==> config.mk <==
export PLATFORM = sky130hd
export DESIGN_NAME = div_iter_unit_flat
export DESIGN_NICKNAME = d
export VERILOG_FILES = /design/src/rtl/div_pkg.sv /design/src/rtl/div_iter_unit_if.sv /design/src/rtl/div_iter_counter.sv /design/src/rtl/div_iter_unit.sv /design/src/flat_wrapper.sv
export SDC_FILE = /design/constraint.sdc
export NUM_CORES = 1
export LEC_CHECK = 0
export ABC_CLOCK_PERIOD_IN_PS = 8900
export BUFFER_PORTS_ARGS = -buffer_cell sky130_fd_sc_hd__buf_2
export CORE_MARGIN = 4
export CORE_UTILIZATION = 60
export DETAILED_ROUTE_END_ITERATION = 10
export GPL_ROUTABILITY_DRIVEN = 1
export GPL_TIMING_DRIVEN = 0
export PLACE_DENSITY = 0.82
export SLEW_MARGIN = 20
export SYNTH_ARGS = -nofsm -noshare
export SYNTH_HDL_FRONTEND = slang
export SYNTH_HIERARCHICAL = 1
export SYNTH_SLANG_ARGS = --single-unit
==> constraint.sdc <==
create_clock -name clock -period 8.9 [get_ports clock]
set_input_delay 0.445 -clock clock [delete_from_list [all_inputs] [get_ports clock]]
set_output_delay 0.445 -clock clock [all_outputs]
set_load 0.01 [all_outputs]
==> src/rtl/div_pkg.sv <==
// Shared definitions for the iterative signed divider: state encoding and sizing.
package div_pkg;

    typedef enum logic [1:0] {
        IDLE = 2'd0,
        ITER = 2'd1,
        FIX  = 2'd2,
        DONE = 2'd3
    } div_state_t;

    localparam int DIV_WIDTH     = 32;
    localparam int DIV_LAST_ITER = DIV_WIDTH - 1;

endpackage

==> src/rtl/div_iter_unit_if.sv <==
// Operand/result bundle between the multdiv front-end and the iterative divider.
interface div_iter_unit_if
    import div_pkg::*;
    #(parameter int WIDTH = DIV_WIDTH);

    logic             ctrl_DIV;
    logic [WIDTH-1:0] data_operandA;
    logic [WIDTH-1:0] data_operandB;
    logic [WIDTH-1:0] data_result;
    logic [WIDTH-1:0] data_remainder;
    logic             data_exception;
    logic             data_resultRDY;
    logic             busy;

    modport master (
        output ctrl_DIV, data_operandA, data_operandB,
        input  data_result, data_remainder, data_exception, data_resultRDY, busy
    );

    modport slave (
        input  ctrl_DIV, data_operandA, data_operandB,
        output data_result, data_remainder, data_exception, data_resultRDY, busy
    );

endinterface

==> src/rtl/div_iter_counter.sv <==
// Iteration counter for the divider: synchronous up-count with clear/enable,
// flags the final quotient-bit iteration.
module div_iter_counter
    import div_pkg::*;
    #(
        parameter int CNT_W = 6,
        parameter int LAST  = DIV_LAST_ITER
    ) (
        input  logic clock,
        input  logic reset,
        input  logic clr,
        input  logic en,
        output logic last
    );

    logic [CNT_W-1:0] count;

    always_ff @(posedge clock) begin
        if (reset || clr) begin
            count <= '0;
        end else if (en) begin
            count <= count + CNT_W'(1);
        end
    end

    assign last = (count == CNT_W'(LAST));

endmodule

==> src/rtl/div_iter_unit.sv <==
// Iterative signed restoring divider: one quotient bit per clock on magnitudes,
// sign fix-up in a final cycle, one-cycle result-ready pulse.
module div_iter_unit
    import div_pkg::*;
    #(
        parameter int WIDTH = DIV_WIDTH,
        parameter int CNT_W = 6
    ) (
        input  logic            clock,
        input  logic            reset,
        div_iter_unit_if.slave  bus
    );

    div_state_t       state;
    logic [WIDTH-1:0] q;
    logic [WIDTH-1:0] r;
    logic [WIDTH-1:0] b_mag;
    logic             sign_q;
    logic             sign_r;
    logic             divzero;
    logic             cnt_last;

    logic [WIDTH-1:0] a_mag_in;
    logic [WIDTH-1:0] b_mag_in;
    logic [WIDTH:0]   shifted_r;
    logic [WIDTH:0]   trial;

    // Magnitude of INT_MIN wraps to itself, which is the correct unsigned value.
    assign a_mag_in  = bus.data_operandA[WIDTH-1] ? -bus.data_operandA : bus.data_operandA;
    assign b_mag_in  = bus.data_operandB[WIDTH-1] ? -bus.data_operandB : bus.data_operandB;

    // Partial remainder is always below |B|, so WIDTH bits hold it between steps;
    // the extra bit only exists during the shift/trial subtract.
    assign shifted_r = {r, q[WIDTH-1]};
    assign trial     = shifted_r - {1'b0, b_mag};

    div_iter_counter #(
        .CNT_W (CNT_W),
        .LAST  (WIDTH - 1)
    ) u_cnt (
        .clock (clock),
        .reset (reset),
        .clr   (bus.ctrl_DIV),
        .en    (state == ITER),
        .last  (cnt_last)
    );

    always_ff @(posedge clock) begin
        if (reset) begin
            state              <= IDLE;
            q                  <= '0;
            r                  <= '0;
            b_mag              <= '0;
            sign_q             <= 1'b0;
            sign_r             <= 1'b0;
            divzero            <= 1'b0;
            bus.data_result    <= '0;
            bus.data_remainder <= '0;
            bus.data_exception <= 1'b0;
            bus.data_resultRDY <= 1'b0;
            bus.busy           <= 1'b0;
        end else if (bus.ctrl_DIV) begin
            // A start in any state aborts whatever is in flight.
            state              <= ITER;
            q                  <= a_mag_in;
            r                  <= '0;
            b_mag              <= b_mag_in;
            sign_q             <= bus.data_operandA[WIDTH-1] ^ bus.data_operandB[WIDTH-1];
            sign_r             <= bus.data_operandA[WIDTH-1];
            divzero            <= (bus.data_operandB == '0);
            bus.data_resultRDY <= 1'b0;
            bus.busy           <= 1'b1;
        end else begin
            case (state)
                ITER: begin
                    if (!trial[WIDTH]) begin
                        r <= trial[WIDTH-1:0];
                        q <= {q[WIDTH-2:0], 1'b1};
                    end else begin
                        r <= shifted_r[WIDTH-1:0];
                        q <= {q[WIDTH-2:0], 1'b0};
                    end
                    if (cnt_last) begin
                        state <= FIX;
                    end
                end
                FIX: begin
                    if (divzero) begin
                        bus.data_result    <= '0;
                        bus.data_remainder <= '0;
                    end else begin
                        bus.data_result    <= sign_q ? -q : q;
                        bus.data_remainder <= sign_r ? -r : r;
                    end
                    bus.data_exception <= divzero;
                    bus.data_resultRDY <= 1'b1;
                    bus.busy           <= 1'b0;
                    state              <= DONE;
                end
                DONE: begin
                    bus.data_resultRDY <= 1'b0;
                    state              <= IDLE;
                end
                default: begin
                    bus.data_resultRDY <= 1'b0;
                    state              <= IDLE;
                end
            endcase
        end
    end

endmodule

==> src/flat_wrapper.sv <==
// flat-port wrapper written by rule: the top's interface ports become plain ports
module div_iter_unit_flat import div_pkg::*;
#(
        parameter int WIDTH = DIV_WIDTH,
        parameter int CNT_W = 6
    )
  (clock, reset, bus_ctrl_DIV, bus_data_operandA, bus_data_operandB, bus_data_result, bus_data_remainder, bus_data_exception, bus_data_resultRDY, bus_busy);
  div_iter_unit_if #(.WIDTH(WIDTH)) bus_i ();
  input  logic clock;
  input  logic reset;
  input wire logic [$bits(bus_i.ctrl_DIV)-1:0] bus_ctrl_DIV;
  input wire logic [$bits(bus_i.data_operandA)-1:0] bus_data_operandA;
  input wire logic [$bits(bus_i.data_operandB)-1:0] bus_data_operandB;
  output wire logic [$bits(bus_i.data_result)-1:0] bus_data_result;
  output wire logic [$bits(bus_i.data_remainder)-1:0] bus_data_remainder;
  output wire logic [$bits(bus_i.data_exception)-1:0] bus_data_exception;
  output wire logic [$bits(bus_i.data_resultRDY)-1:0] bus_data_resultRDY;
  output wire logic [$bits(bus_i.busy)-1:0] bus_busy;
  assign bus_i.ctrl_DIV = bus_ctrl_DIV;
  assign bus_i.data_operandA = bus_data_operandA;
  assign bus_i.data_operandB = bus_data_operandB;
  assign bus_data_result = bus_i.data_result;
  assign bus_data_remainder = bus_i.data_remainder;
  assign bus_data_exception = bus_i.data_exception;
  assign bus_data_resultRDY = bus_i.data_resultRDY;
  assign bus_busy = bus_i.busy;
  div_iter_unit #(.WIDTH(WIDTH), .CNT_W(CNT_W)) u_core (.clock(clock), .reset(reset), .bus(bus_i));
endmodule
Yosys cells after proc, flatten, opt, wreduce, memory -nomap -nowiden

Cells that the tools add are included.

Register bits after elaboration: 174
Input port bits: 67
Output and inout port bits: 67
Logic and storage cells: 49

$add $sub $neg: 6
Equal/unequal tests: 5
Muxes and demuxes: 16
Bitwise operators: 2
Reduce and logical (&&, ||, !) cells: 6

Operators with widths:

| kind                  | count |
|---|---|
| $mux W32              | 9 |
| $neg A32 Y32          | 4 |
| $sub A33 B32 Y33      | 1 |
| $logic_not A32 Y1     | 1 |
| $add A6 B1 Y6 const B | 1 |
| $eq A6 B5 Y1 const B  | 1 |
| $mux W1               | 4 |
| $pmux W2 S2           | 1 |
| $reduce_bool A2 Y1    | 2 |
| $ne A3 B2 Y1 const B  | 1 |
| $eq A2 B1 Y1 const B  | 1 |
| $eq A2 B2 Y1 const B  | 1 |
| $mux W2               | 1 |
| $ne A2 B1 Y1 const B  | 1 |
| $pmux W1 S2           | 1 |
| $reduce_and A2 Y1     | 1 |
| $reduce_or A2 Y1      | 1 |
| $logic_or A1 B1 Y1    | 1 |
| $not A1 Y1            | 1 |
| $xor A1 B1 Y1         | 1 |

Longest topological paths before layout

Gate-level depths: netlist of run 1.

Depth after elaboration: 4
Gate-level depth with buffers: 15
Gate-level depth less buffers: 13

Hierarchy

Netlist of run 1, hierarchy kept.

By module, submodules not included:

| module           | instances | cells an instance | area each (µm²) | sequential area each (µm²) |
|---|---|---|---|---|
| div_iter_unit    | 1         | 1297              | 10317.4         | 3363.2 |
| div_iter_counter | 1         | 28                | 259.0           | 120.1 |

Worst setup path after synthesis of run 1

No wires, ideal clock.

Kind: input to register
From: in bus_data_operandA[4]
To: reg u_core.q[28]
Setup time: 0.086 ns
Data arrival time: 3.424 ns
Data required time: 8.814 ns
Path slack: 5.391 ns
Stages on the path: 10
Buffers on the path: 0
Cells stage by stage: nor4_2 > nand2_1 > or4_4 > or3_4 > or4_4 > or4_4 > or3_4 > o41ai_2 > xor2_1 > a211oi_1

Word-level cells in the longest chain between the ends: 3

RTL lines:

| item                 | line                | text |
|---|---|---|
| start, declared      | flat_wrapper.sv:12  | `input wire logic [$bits(bus_i.data_operandA)-1:0] bus_data_operandA;` |
| $neg A32 Y32         | div_iter_unit.sv:29 | `assign a_mag_in = bus.data_operandA[WIDTH-1] ? -bus.data_operandA : bus.data_operandA;` |
| $mux W32             | div_iter_unit.sv:29 |  |
| $mux W32             | div_iter_unit.sv:62 | `end else if (bus.ctrl_DIV) begin` |
| end signal, assigned | div_iter_unit.sv:65 | `q <= a_mag_in;` |
| end signal, assigned | div_iter_unit.sv:78 | `q <= {q[WIDTH-2:0], 1'b1};` |
| end signal, assigned | div_iter_unit.sv:81 | `q <= {q[WIDTH-2:0], 1'b0};` |
| end, declared        | div_iter_unit.sv:15 | `logic [WIDTH-1:0] q;` |

No other way between the ends.
A chain may end at the register's enable or synchronous reset.

Worst setup path in the final report of run 1

From: reg u_core.r[0]
To: reg u_core.r[3]

Word-level cells in the longest chain between the ends: 2

RTL lines:

| item                   | line                | text |
|---|---|---|
| start, declared        | div_iter_unit.sv:16 | `logic [WIDTH-1:0] r;` |
| start signal, assigned | div_iter_unit.sv:77 | `r <= trial[WIDTH-1:0];` |
| start signal, assigned | div_iter_unit.sv:80 | `r <= shifted_r[WIDTH-1:0];` |
| $sub A33 B32 Y33       | div_iter_unit.sv:35 | `assign trial = shifted_r - {1'b0, b_mag};` |
| $mux W32               | div_iter_unit.sv:76 | `if (!trial[WIDTH]) begin` |

No other way between the ends.

==> key figures, run 1 <==
Outcome
  – Outcome: completed

Route
  – WL/cell: 16.4 microns
  – DR DRC count: 0
  – Routed WL: between 20000 and 30000 microns
  – Initial DRC count: 1022
  – Post-DRT Antenna Nets: 0
  – Pre-Repair DR Iteration Count: 5
  – Via/cell ratio: about 6
  – Vias after detailed routing: 10100

Run
  – Max Cap Violations: 0

Setup path
  – Worst r2r path cells: 13
  – Crit path max fanout: 10
  – CP startpoint: u_core/r[0]
  – WP data required: 9230 ps
  – CP Capture Type: flip-flop
  – Crit Path Class: reg2reg
  – Critical Path AT: approximately 4500 ps
  – R2r setup slk: between 4000 and 5000 ps
  – R2r endpoint: u_core/r[3]
  – Worst Setup Start Kind: flip-flop
  – Crit Reg-Reg Startpoint: u_core/r[0]

Synthesis
  – Sequential area share after synthesis: 0.329
  – Synth unique cells: roughly 60
  – Fraction of registers with async set/reset: 0
  – Post-synth EDFFs: 0
  – Synth area leaders: dfxtp_1 (33%), xor2_1 (9.9%), a211oi_1 (6.7%)
  – Ys flop type: dfxtp_1
  – Syn avg cell area: about 8.0 sq um
  – Cell taking the most area after synthesis: dfxtp_1
  – Syn_nets: roughly 1400
  – Post-Syn Instances: roughly 1300
  – Seq cells post-synth: 174
  – Share of the synthesized area in the top cell type: 0.329
  – Post-Syn Area: roughly 11000 sq um
  – Synth Warn #: 6

Die
  – # rows: 48
  – Die Width: 141 microns
  – Die ar.: a little under 20000 sq um
  – Io pins: 134
  – Die H: about 140 microns
  – Starting Density: 0.611
  – Area of the core: 17300 sq um

Power
  – Leakage power: roughly 5.0 nW
  – Pwr per Cell Area: about 170 nW/um^2
  – VDD IR max: approximately 0.15 mV

Min path
  – Hold_sp: bus_data_operandA[0]
  – Worst Hold End: u_core/q[0]
  – Hold crit path type: in2reg
  – Hold Path Stages: 3

Final layout
  – Fill cells: approximately 1500
  – Most frequent cells in the layout: nand2_1 (186), dfxtp_1 (174), buf_2 (133)
  – Share of cells above drive strength 1: 0.129
  – Post-layout net count: roughly 1600
  – Commonest non-fill, non-tap cell in the layout: nand2_1
  – Area Growth Syn to Fin: 13.9%

CTS
  – Clock Latency Late Sink: between 400 and 500 ps
  – Post-CTS setup buffer count: 0
  – Clock-pin slew on the worst setup and hold paths: about 70 ps
  – Root Buffer: clkbuf_16
  – Post-CTS Resized: 0
  – Cts bufs inserted: 17
  – CTS tree: built
  – Clock sink count: ~170
  – CTS Hold Bufs: 0
  – Clock buffer depth: 2
  – H-tree levels: 4

Placement
  – Dpl hpwl: between 20000 and 25000 microns
  – Post-place setup slack: about 4900 ps
  – Port Buffers: approximately 130
  – Routability cong.: 0.932

STA
  – Max Clock Skew: 6.97 ps
  – Final slew viol count: 0
  – Minimum period implied by the final worst setup slack: ~4100 ps
  – Slew HR: 0.478
  – Setup_tns: 0 ps
  – Final Setup Violations: 0
  – Max Freq: around 240 MHz
  – RSZ-0062 raised after global routing: no
  – Slew at the pin with the worst max-slew slack: just under 800 ps
  – Final Cycle Share: 0.464
  – Fin. Hold Viols: 0
  – Post-route worst setup slack: roughly 4800 ps

Global routing
  – Largest net degree at the start of global routing: 17
  – Antenna violations before repair: 2
  – Global-route wire length before repair: around 45000 microns
  – Grt total ovfl: 0
  – Total GRT Usage: 0.277
  – Vias in the first global route: a little over 9000
-- where the power goes --
group          switching [W]  leakage, nW  internal [W]
clock network       0.000316        0.255      0.000358
logic               0.000294         3.32      0.000189
registers          0.0000406         1.42      0.000814
-- worst max-delay path, cell delays in order, from the launching register on --
cell	delay, ps
dfxtp_1	440
inv_1	140
fa_1	470
nor2b_1	190
o31ai_1	140
a21o_1	190
a21oi_1	440
a211oi_1	150
o21bai_1	470
xnor2_1	210
clkbuf_1	390
buf_1	430
nand2_1	100
a311oi_1	270
-- state kept, by name (all words and copies together), names as in the netlist --
signal / count
u_core/bus.data_result: 32
u_core/bus.data_exception: 1
u_core/r: 32
u_core/u_cnt/count: 6
u_core/b_mag: 32
u_core/sign_r: 1
u_core/state: 2
u_core/q: 32
u_core/bus.data_resultRDY: 1
u_core/bus.busy: 1
u_core/bus.data_remainder: 32
u_core/sign_q: 1
u_core/divzero: 1
-- metrics by stage --
step	hold slack [ps]	instances	utilization	total power [W]	instance area, sq um
2_1_floorplan	438	1325	-	0.00121	10600
3_3_place_gp	430	1683	0.666	0.00133	11500
3_5_place_dp	437	1683	0.666	0.00134	11500
4_1_cts	326	1715	0.696	0.00201	12000
5_1_grt	346	1717	0.697	0.00211	12100
6_report	342	1717	0.697	0.00201	12100
-- routing by layer --
| layer | wire length [microns] | global-route usage |
|---|---|---|
| met3 | 2470 | 0.0502 |
| met5 | 38 | 0 |
| met4 | 396 | 0.0750 |
| met2 | 12100 | 0.423 |
| met1 | 13100 | 0.405 |
-- cells by family after synthesis --
family                   after synthesis  synth area share
AO/OA/AOI/OAI                        401             0.247
XOR/XNOR                             152             0.126
adder cells (fa/ha/maj)               40            0.0480
buffers and inverters                134            0.0529
flip-flops                           174             0.329
multiplexers                          13            0.0124
AND/OR/NAND/NOR                      411             0.185
-- synthesized netlist by cell type, types with 10 or more instances --
cell type / n
a211oi_1: 94
a21o_1: 17
a21oi_1: 56
a311oi_1: 12
a31oi_1: 10
buf_1: 10
clkbuf_1: 62
dfxtp_1: 174
ha_1: 39
inv_1: 55
mux2i_1: 12
nand2_1: 186
nand3_1: 11
nand4_1: 11
nor2_1: 83
nor2b_1: 34
o21ai_0: 128
o31ai_1: 30
o41ai_1: 18
or3_1: 17
or4_1: 22
xnor2_1: 32
xor2_1: 120
-- worst max path at each step --
stage                         endpoint  slack (ps)  cells after the start
after floorplan           u_core/q[28]        5390                     10
final                      u_core/r[3]        4770                     13
after global placement     u_core/r[4]        4880                     13
after detailed placement   u_core/r[3]        4850                     13
after global routing      u_core/r[28]        4450                     14
after CTS                  u_core/r[3]        4830                     13
-- final cells by class --
| cell class | count | area, sq um | area share |
|---|---|---|---|
| antenna | 2 | 5.00 | 0.000415 |
| buffer | 79 | 353 | 0.0293 |
| clock buffer | 19 | 433 | 0.0359 |
| clock inverter | 13 | 90.1 | 0.00748 |
| inverter | 55 | 206 | 0.0171 |
| multi-input combinational | 1017 | 6530 | 0.542 |
| sequential | 174 | 3480 | 0.289 |
| tap | 225 | 282 | 0.0234 |
| timing repair buffer | 133 | 666 | 0.0552 |
(Power assumes the default switching activity.)
==> run 2, diff against run 1 <==
--- a/config.mk
+++ b/config.mk
@@ -5,14 +5,15 @@
 export SDC_FILE = /design/constraint.sdc
 export NUM_CORES = 1
 export LEC_CHECK = 0
-export ABC_CLOCK_PERIOD_IN_PS = 8900
+export ABC_AREA = 1
+export ABC_CLOCK_PERIOD_IN_PS = 4300
 export BUFFER_PORTS_ARGS = -buffer_cell sky130_fd_sc_hd__buf_2
 export CORE_MARGIN = 4
 export CORE_UTILIZATION = 60
 export DETAILED_ROUTE_END_ITERATION = 10
 export GPL_ROUTABILITY_DRIVEN = 1
 export GPL_TIMING_DRIVEN = 0
-export PLACE_DENSITY = 0.82
+export PLACE_DENSITY = 0.81
 export SLEW_MARGIN = 20
 export SYNTH_ARGS = -nofsm -noshare
 export SYNTH_HDL_FRONTEND = slang
==> constraint.sdc (replaced) <==
create_clock -name clock -period 4.3 [get_ports clock]
set_input_delay 0.215 -clock clock [delete_from_list [all_inputs] [get_ports clock]]
set_output_delay 0.215 -clock clock [all_outputs]
set_load 0.01 [all_outputs]
==> run 2 against run 1 <==
Hold slack lost 260 ps. Sequential power grew 100%. Worst setup slack lost 3200 ps. Global-route usage grew 6.7 points. Sequential share of layout area shrank 4.3 points. Largest cell class unchanged.
==> key figures, run 2 <==
Synthesis
  – Fraction of registers with async set/reset: 0
  – Syn avg cell area: approximately 6 sq um
  – Count leader, synth: nand2_1
  – Synth area leaders: dfxtp_1 (28%), nand2_1 (20%), inv_1 (9.5%)
  – Commonest cells post-synth: nand2_1 (684), inv_1 (316), dfxtp_1 (174), nand3_1 (154), o21ai_0 (154)
  – Synth unique cells: between 50 and 60
  – Cell taking the most area after synthesis: dfxtp_1
  – Share of the synthesized area in the top cell type: 0.278
  – Synth Warn #: 6
  – Sequential area share after synthesis: 0.278
  – Syn_nets: approximately 2200
  – Seq cells post-synth: around 170
  – Post-Syn Instances: approximately 2100
  – Post-Syn Area: approximately 13000 sq um
  – Post-synth EDFFs: 0
  – Ys flop type: dfxtp_1

Power
  – Gate power share: 0.201
  – Clock Power Share: 0.391
  – Sw Share: 0.336
  – Total power: 0.00418 W
  – Sw Pwr: about 0.0014 W
  – Pwr per Cell Area: 295 nW/um^2
  – Sequential share of power: 0.409
  – Leakage power: 7.22 nW
  – VDD IR max: 0.272 mV
  – Internal: approximately 0.0028 W

Outcome
  – Outcome: completed

Setup path
  – Worst Setup Start Kind: flip-flop
  – Crit Path Class: reg2reg
  – Crit Reg-Reg Startpoint: u_core/state[1]
  – Max incr delay on CP: about 530 ps
  – Crit path max fanout: 10
  – R2r setup slk: 1550 ps
  – R2r endpoint: u_core/q[24]
  – CP cell instances: inv_1, ha_1, clkbuf_1, clkinv_1, clkbuf_1, o21ai_0, o21ai_0, a21oi_1
  – CP Capture Type: flip-flop
  – Crit path max-delay cell type: clkbuf_1
  – Critical Path AT: roughly 3100 ps
  – Worst r2r path cells: 8
  – WP data required: approximately 4700 ps

CTS
  – Root Buffer: clkbuf_16
  – Clock Latency Late Sink: between 400 and 500 ps
  – CTS tree: built
  – Clock-pin slew on the worst setup and hold paths: 80 ps
  – Post-CTS Resized: 0
  – Clock sink count: roughly 170
  – H-tree levels: 4
  – Cts bufs inserted: 17
  – CTS Hold Bufs: 0
  – Clock buffer depth: 2
  – Post-CTS setup buffer count: 0

Placement
  – Port Buffers: roughly 130
  – Dpl hpwl: 33700 microns
  – Routability cong.: around 1.0
  – Post-place setup slack: 1680 ps
  – Placed inst area: ~14000 sq um
  – DP Cell Count: around 2500

STA
  – Slew HR: 0.410
  – Minimum period implied by the final worst setup slack: roughly 2700 ps
  – Setup_tns: 0 ps
  – Fin. Hold Viols: 0
  – Max Clock Skew: around 13 ps
  – Max Freq: around 360 MHz
  – Final Setup Violations: 0
  – Slew at the pin with the worst max-slew slack: 881 ps
  – Final Cycle Share: 0.639
  – Post-route worst setup slack: 1550 ps
  – Final slew viol count: 0
  – RSZ-0062 raised after global routing: no

Min path
  – Hold_sp: bus_data_operandB[25]
  – Hold crit path type: in2reg
  – Hold Path Stages: 3
  – Worst Hold End: u_core/b_mag[25]

Final layout
  – Non-Filler Instances: around 2500
  – Most frequent cells in the layout: nand2_1 (684), inv_1 (316), dfxtp_1 (174)
  – Area Growth Syn to Fin: 13.0%
  – Ant diodes: 0
  – Post-route cell area: ~14000 sq um
  – Commonest non-fill, non-tap cell in the layout: nand2_1
  – Post-layout net count: between 2000 and 2500
  – Share of cells above drive strength 1: 0.103

Die
  – Die ar.: roughly 23000 sq um
  – Die Width: about 150 microns
  – Area of the core: a little over 20000 sq um
  – # rows: 52
  – Io pins: between 100 and 150
  – Starting Density: 0.614
  – Die H: roughly 150 microns

Route
  – WL/cell: around 17 microns
  – DR DRC count: 0
  – Post-DRT Antenna Nets: 0
  – Pre-Repair DR Iteration Count: 6
  – Vias after detailed routing: around 14000
  – Initial DRC count: 1760
  – Routed WL: between 40000 and 50000 microns
  – Via/cell ratio: 5.61

Global routing
  – Global-route wire length before repair: approximately 66000 microns
  – Vias in the first global route: around 12000
  – Largest net degree at the start of global routing: 20
  – Antenna violations before repair: 0
  – Grt total ovfl: 0
  – Total GRT Usage: 0.345

Run
  – Max Cap Violations: 0
run 2: cells by family (layout without fill, tap and decap cells):
kind of cell,Yosys count,in the layout,share of synthesized area
buffers and inverters,394,558,0.123
AOI/OAI and AO/OA,342,342,0.150
xor gates and xnor gates,46,46,0.0321
and+or+nand+nor,1113,1113,0.377
DFF,174,174,0.278
adders and majority gates,40,40,0.0405
run 2: worst max path at each step:
| stage | depth (start not counted) | end | startpoint | slack [ps] |
|---|---|---|---|---|
| after floorplan | 19 | u_core/r[28] | u_core/q[31] | 2140 |
| after global placement | 8 | u_core/q[22] | u_core/state[1] | 1760 |
| after detailed placement | 8 | u_core/q[22] | u_core/state[1] | 1680 |
| after CTS | 8 | u_core/q[22] | u_core/state[1] | 1700 |
| after global routing | 8 | u_core/q[24] | u_core/state[1] | 1450 |
| final | 8 | u_core/q[24] | u_core/state[1] | 1550 |
run 2: cell type report:
| type | count | area (sq um) |
|---|---|---|
| Buffer | 70 | 328 |
| Inverter | 324 | 1220 |
| Fill cell | 1940 | 6250 |
| Clock inverter | 14 | 194 |
| Clock buffer | 18 | 439 |
| Multi-Input combinational cell | 1541 | 7520 |
| Sequential cell | 174 | 3480 |
| Tap cell | 270 | 338 |
| Timing Repair Buffer | 132 | 661 |
run 2: power groups by stage:
stage | logic, W | registers [W] | clock network, W
CTS | 0.000813 | 0.00171 | 0.00165
floorplan | 0.000549 | 0.00174 | 0
global placement | 0.000796 | 0.00174 | 0
detailed placement | 0.000808 | 0.00175 | 0
finish | 0.000839 | 0.00171 | 0.00164
global route | 0.000923 | 0.00171 | 0.00172
run 2: stage by stage:
stage,hold WS [ps],util
after detailed placement,435,0.663
after global routing,74.9,0.694
final,80.0,0.694
after CTS,64.7,0.694
after floorplan,357,-
after global placement,433,0.663
run 2: worst max-delay path, delay by kind of cell (launching register included):
kind / cells / cell delay [ps]
buf+inv: 4 / 1470
compound gates: 3 / 620
flops: 1 / 320
fa+ha+maj: 1 / 270
run 2: per-layer routing:
| metal | GRT usage | share of wire | vias up |
|---|---|---|---|
| li1 | - | - | 7017 |
| met1 | 0.507 | 0.44 | 6317 |
| met2 | 0.499 | 0.40 | 839 |
| met3 | 0.0798 | 0.13 | 97 |
| met4 | 0.112 | 0.036 | 0 |
| met5 | 0 | 0 | - |
